===== src/rtl/dahua_cap.sv =====
// Parallel-camera capture front-end: FV/LV-qualified 16-bit pixels re-emitted as an
// AXI4-Stream video stream (tuser = start of frame, tlast = end of line) via an FWFT FIFO.
module dahua_cap #(
    parameter int WIDTH      = 480,
    parameter int HEIGTH     = 640,
    parameter int FIFO_DEPTH = 32
) (
    input  logic        pclk,
    input  logic        resetn,
    input  logic [15:0] D_IN,
    input  logic        FV,
    input  logic        LV,
    output logic        m_aclk,
    output logic [15:0] m_axis_tdata,
    output logic        m_axis_tvalid,
    input  logic        m_axis_tready,
    output logic        m_axis_tuser,
    output logic        m_axis_tlast
);
    localparam int CW = $clog2(WIDTH + 1);
    localparam int RW = $clog2(HEIGTH + 1);
    localparam int AW = $clog2(FIFO_DEPTH);

    typedef struct packed {
        logic        tuser;
        logic        tlast;
        logic [15:0] data;
    } entry_t;

    logic          fv_q, fv_prev_q, lv_q, lv_prev_q;
    logic [15:0]   d_q;
    logic          armed_q, armed_d;
    logic          sof_q, sof_d, sof_now;
    logic          drop_q, drop_d;
    logic [CW-1:0] col_q, col_d, col_now;
    logic [RW-1:0] row_q, row_d;
    logic          pix_vld_q, pix_vld_d;
    entry_t        pix_q, pix_d, head;
    logic [AW:0]   wr_ptr_q, wr_ptr_d, rd_ptr_q, rd_ptr_d;
    entry_t        mem [FIFO_DEPTH];

    logic fv_rise, lv_rise, lv_fall, sample, in_line;
    logic empty, full, rd_en, push, wr_en, overflow;

    // NOTE: every signal written here gets a default first, so no path leaves it unassigned and no latch is inferred.
    always_comb begin
        fv_rise  = fv_q & ~fv_prev_q;
        lv_rise  = lv_q & ~lv_prev_q;
        lv_fall  = ~lv_q & lv_prev_q;

        // A frame start takes effect for a pixel sampled in the same cycle.
        armed_d  = armed_q | fv_rise;
        sof_now  = sof_q | fv_rise;
        col_now  = (fv_rise || lv_rise) ? '0 : col_q;
        sample   = fv_q & lv_q & armed_d & (fv_rise | ~drop_q);
        in_line  = col_now < CW'(WIDTH);

        pix_vld_d  = sample & in_line;
        pix_d.tuser = sof_now;
        pix_d.tlast = (col_now == CW'(WIDTH - 1));
        pix_d.data  = d_q;
        col_d      = (sample && in_line) ? col_now + 1'b1 : col_now;
        sof_d      = pix_vld_d ? 1'b0 : sof_now;

        row_d = row_q;
        if (fv_rise)
            row_d = '0;
        else if (lv_fall && fv_q && row_q != RW'(HEIGTH - 1))
            row_d = row_q + 1'b1;

        empty    = (wr_ptr_q == rd_ptr_q);
        full     = (wr_ptr_q[AW] != rd_ptr_q[AW]) && (wr_ptr_q[AW-1:0] == rd_ptr_q[AW-1:0]);
        rd_en    = ~empty & m_axis_tready;
        push     = pix_vld_q & ~drop_q;
        // A read in the same cycle frees a slot, so a full FIFO can still accept.
        wr_en    = push & (~full | rd_en);
        overflow = push & full & ~rd_en;
        drop_d   = fv_rise ? 1'b0 : (drop_q | overflow);

        wr_ptr_d = wr_en ? wr_ptr_q + 1'b1 : wr_ptr_q;
        rd_ptr_d = rd_en ? rd_ptr_q + 1'b1 : rd_ptr_q;
        head     = mem[rd_ptr_q[AW-1:0]];
    end

    assign m_aclk        = pclk;
    assign m_axis_tvalid = ~empty;
    assign {m_axis_tuser, m_axis_tlast, m_axis_tdata} = empty ? '0 : head;

    // NOTE: the pin registers are deliberately not reset: they keep tracking FV/LV through
    // reset, so a level held across reset release is never mistaken for a rising edge.
    always_ff @(posedge pclk) begin
        fv_q      <= FV;
        fv_prev_q <= fv_q;
        lv_q      <= LV;
        lv_prev_q <= lv_q;
        d_q       <= D_IN;
    end

    // NOTE: the FIFO storage has no reset; the pointers alone define which entries are valid.
    always_ff @(posedge pclk) begin
        if (wr_en)
            mem[wr_ptr_q[AW-1:0]] <= pix_q;
    end

    // NOTE: state registers use non-blocking assignments so all of them update from the same pre-edge values.
    always_ff @(posedge pclk) begin
        if (resetn) begin
            armed_q   <= 1'b0;
            sof_q     <= 1'b0;
            drop_q    <= 1'b0;
            col_q     <= '0;
            row_q     <= '0;
            pix_vld_q <= 1'b0;
            pix_q     <= '0;
            wr_ptr_q  <= '0;
            rd_ptr_q  <= '0;
        end else begin
            armed_q   <= armed_d;
            sof_q     <= sof_d;
            drop_q    <= drop_d;
            col_q     <= col_d;
            row_q     <= row_d;
            pix_vld_q <= pix_vld_d;
            pix_q     <= pix_d;
            wr_ptr_q  <= wr_ptr_d;
            rd_ptr_q  <= rd_ptr_d;
        end
    end

    // The line counter is kept for frame bookkeeping but drives no output.
    logic unused_row;
    assign unused_row = ^row_q;

endmodule


===== config.mk =====
export PLATFORM = sky130hd
export DESIGN_NAME = dahua_cap
export DESIGN_NICKNAME = d
export VERILOG_FILES = /design/src/rtl/dahua_cap.sv
export SDC_FILE = /design/constraint.sdc
export NUM_CORES = 1
export LEC_CHECK = 0
export ABC_CLOCK_PERIOD_IN_PS = 3700
export CAP_MARGIN = 20
export CORE_AREA = 8 8 241 243
export CTS_CLUSTER_SIZE = 24
export DETAILED_ROUTE_END_ITERATION = 10
export DIE_AREA = 0 0 249 251
export SYNTH_ARGS = -nofsm -noshare
export SYNTH_HDL_FRONTEND = slang
export SYNTH_SLANG_ARGS = --single-unit
export TNS_END_PERCENT = 100

===== constraint.sdc =====
create_clock -name pclk -period 3.7 [get_ports pclk]
set_input_delay 0.37 -clock pclk [delete_from_list [all_inputs] [get_ports pclk]]
set_output_delay 0.37 -clock pclk [all_outputs]
set_load 0.05 [all_outputs]

==> impl_results.md <==
* Max cap viols at 0
* Initial Util at 0.445
* #FFs+latches synth at 644
* Xor/xnor share of the synthesized area at 0.00796
* Final ANT Viol Nets at 0
* Comb power frac at 0.047
* Crit Path Max Fanout at 25
* Period utilization at 0.939
* Antenna cell count at 0
* Type of origin of the critical path: flip-flop
* Share of total power in the clock network at 0.435
* Port bufs at 40
* Syn Std Cell Area at 0.0242 mm2
* Power, Total at 15.4 mW
* Hold Buf Count CTS at 0
* Die X at 249 um
* # resized after CTS at 0
* Vias in the first global route at 11900
* Syn_nets at 1192
* Core Box Area at 0.0543 mm2
* DR iter-0 viols at 1010
* GP Congestion at 0.772
* WS Path Type: flip-flop to primary output
* Outcome: finished clean
* Fin nets at 1311
* Ys flop type: edfxtp_1
* Finished Cell Area at 0.0281 mm2
* Setup Buffers After CTS at 0
* TritonCTS clock tree: yes
* Initial antenna violation count at 0
* Area after DPL at 0.0258 mm2
* Die height at 251 um
* Gr usage total at 0.169
* Die area at 0.0625 mm2
* Worst-Skew Late Latency at 700 ps
* HP Class: primary input to flip-flop
* Max VDD drop at 0.333 mV
* First-pass GRT wire length at 78100 um
* Register area share after synthesis at 0.771
* Cell count after synthesis at 1165
* Most frequent cells in the layout: edfxtp_1, mux4_2, a22oi_1, clkbuf_16, buf_4
* # setup viols final at 0
* Min Tclk post-route at 3470 ps
* Setup Skew at 23.3 ps
* FF-to-FF setup slack at 850 ps
* Std cell rows at 86
* Fraction of the mapped netlist area in adder cells at 0.00310
* Worst endpoint data arrival time at 3100 ps
* Num ports at 41
* Post-synthesis simple-gate area fraction at 0.0335
* Relative slew margins at 0.278
* F_max at 0.288 GHz
* Synth top area cells: edfxtp_1, mux4_2, dfxtp_1
* Residual DRC at 0
* CP Capture Type: primary output
* DRT Pass-1 Iters at 7
* Synth warn at 0
* Critical path required time at 3330 ps
* Flop pwr share at 0.518
* Area leader, netlist: edfxtp_1
* Number of library cell types mapped by synthesis at 47
* Routed WL per cell at 25.7 um
* P_sw at 3.15 mW
* Worst Tran Pin Value at 1080 ps
* Complex-gate fraction of the synthesized area at 0.0357
* Gr ovfl total at 0
* Clock transition at the registers of the reported paths at 50 ps
* Yosys top cell area share at 0.715
* RSZ-0062 raised after global routing: no
* Post-Route Setup TNS at 0 ps
* Most common cell after layout, fill and taps aside: edfxtp_1
* Cell-internal power at 12.3 mW
* Pwr Density at 548 mW/mm2
* EDFF count, synth at 576
* Mux contribution to synthesized area at 0.135
* Final Hold Vio Count at 0
* Total number of vias at 11400
* Layout cells sized above 1 at 0.282
* Mapped Avg Cell Area at 20.8 um2
* Final Slew Violations at 0
* Largest family of logic cells by synthesized area: multiplexers
* Detailed-placement wirelength estimate at 31100 um
* Total Wirelength at 52500 um
* Sw Ratio at 0.204
* Static Leakage at 8.92 nW
* Asr flop ratio synth at 0
* Largest net degree at the start of global routing at 42
* Fill count at 4242
* Via density at 5.60
* Area growth, synth to finish at 16.2%
* Hold slack at 116 ps
per-layer routing:
layer	up-vias	routed length, um	GRT usage
met5	-	0	0
met4	0	1300	0.0574
li1	5025	-	-
met1	6005	24100	0.242
met3	87	2540	0.0314
met2	309	24500	0.261
power groups by stage:
stage / registers, mW / logic [mW] / clock network (mW)
after global placement: 8.15 / 0.694 / 0.0624
final: 7.99 / 0.718 / 6.70
after floorplan: 8.15 / 0.461 / 0.0583
after CTS: 8.00 / 0.701 / 6.84
after detailed placement: 8.16 / 0.700 / 0.0624
after global routing: 7.99 / 0.768 / 7.13
critical path, stage by stage, from the launching register on:
cell	delay, ps
dfxtp_4	670
buf_4	420
mux4_2	350
a22oi_1	320
nand2_1	160
a22o_2	270
buf_4	200
logic make-up (layout without fill, tap and decap cells):
family	Yosys count	in the layout
AO/OA/AOI/OAI	111	111
flip-flops	644	644
AND/OR/NAND/NOR	172	172
adder cells (fa/ha/maj)	6	6
multiplexers	147	147
buffers and inverters	66	236
XOR/XNOR	19	19
registers in the layout, summed over array words and instances (netlist names), named ones only:
register / flops
wr_ptr_q: 6
d_q: 16
fv_q: 1
pix_q: 18
pix_vld_q: 1
sof_q: 1
drop_q: 1
rd_ptr_q: 6
col_q: 9
lv_prev_q: 1
mem: 576
lv_q: 1
armed_q: 1
fv_prev_q: 1
layout make-up:
cell class / count / area, um2 / share of cell area
Clock inverter: 30 / 270 / 0.00961
Clock buffer: 94 / 1930 / 0.0687
Timing Repair Buffer: 105 / 1020 / 0.0365
Inverter: 7 / 26.3 / 0.000935
Sequential cell: 644 / 18700 / 0.664
Multi-Input combinational cell: 455 / 5320 / 0.189
Tap cell: 704 / 881 / 0.0313
worst paths after layout:
check	from	cells after the start	endpoint
worst max-delay path	flip-flop	6	m_axis_tdata[6]
worst min-delay path	D_IN[3]	1	d_q[3]$_DFF_P_
worst max register to register	wr_ptr_q[3]$_SDFFE_PP0P_	6	mem[4][15]$_DFFE_PP_
worst min register to register	fv_q$_DFF_P_	0	fv_prev_q$_DFF_P_
stage by stage:
step / util / setup slack (ps) / std cells
finish: 0.517 / 226 / 2039
global route: 0.517 / 48.6 / 2039
CTS: 0.515 / 154 / 2034
detailed placement: 0.475 / 688 / 1911
global placement: 0.475 / 744 / 1911
floorplan: - / 1150 / 1165
Yosys cell counts, types with 5 or more instances:
library cell / number
buf_2: 18
a22oi_1: 72
mux4_2: 144
dfxtp_1: 68
xnor2_1: 5
nor2b_1: 21
nand2_1: 50
a22o_2: 7
xor2_1: 12
a22o_1: 11
buf_1: 6
nor2_1: 61
ha_1: 6
a21oi_1: 6
clkbuf_1: 27
inv_1: 7
nand3_1: 13
edfxtp_1: 576
Power figures use the tool's default switching activity.
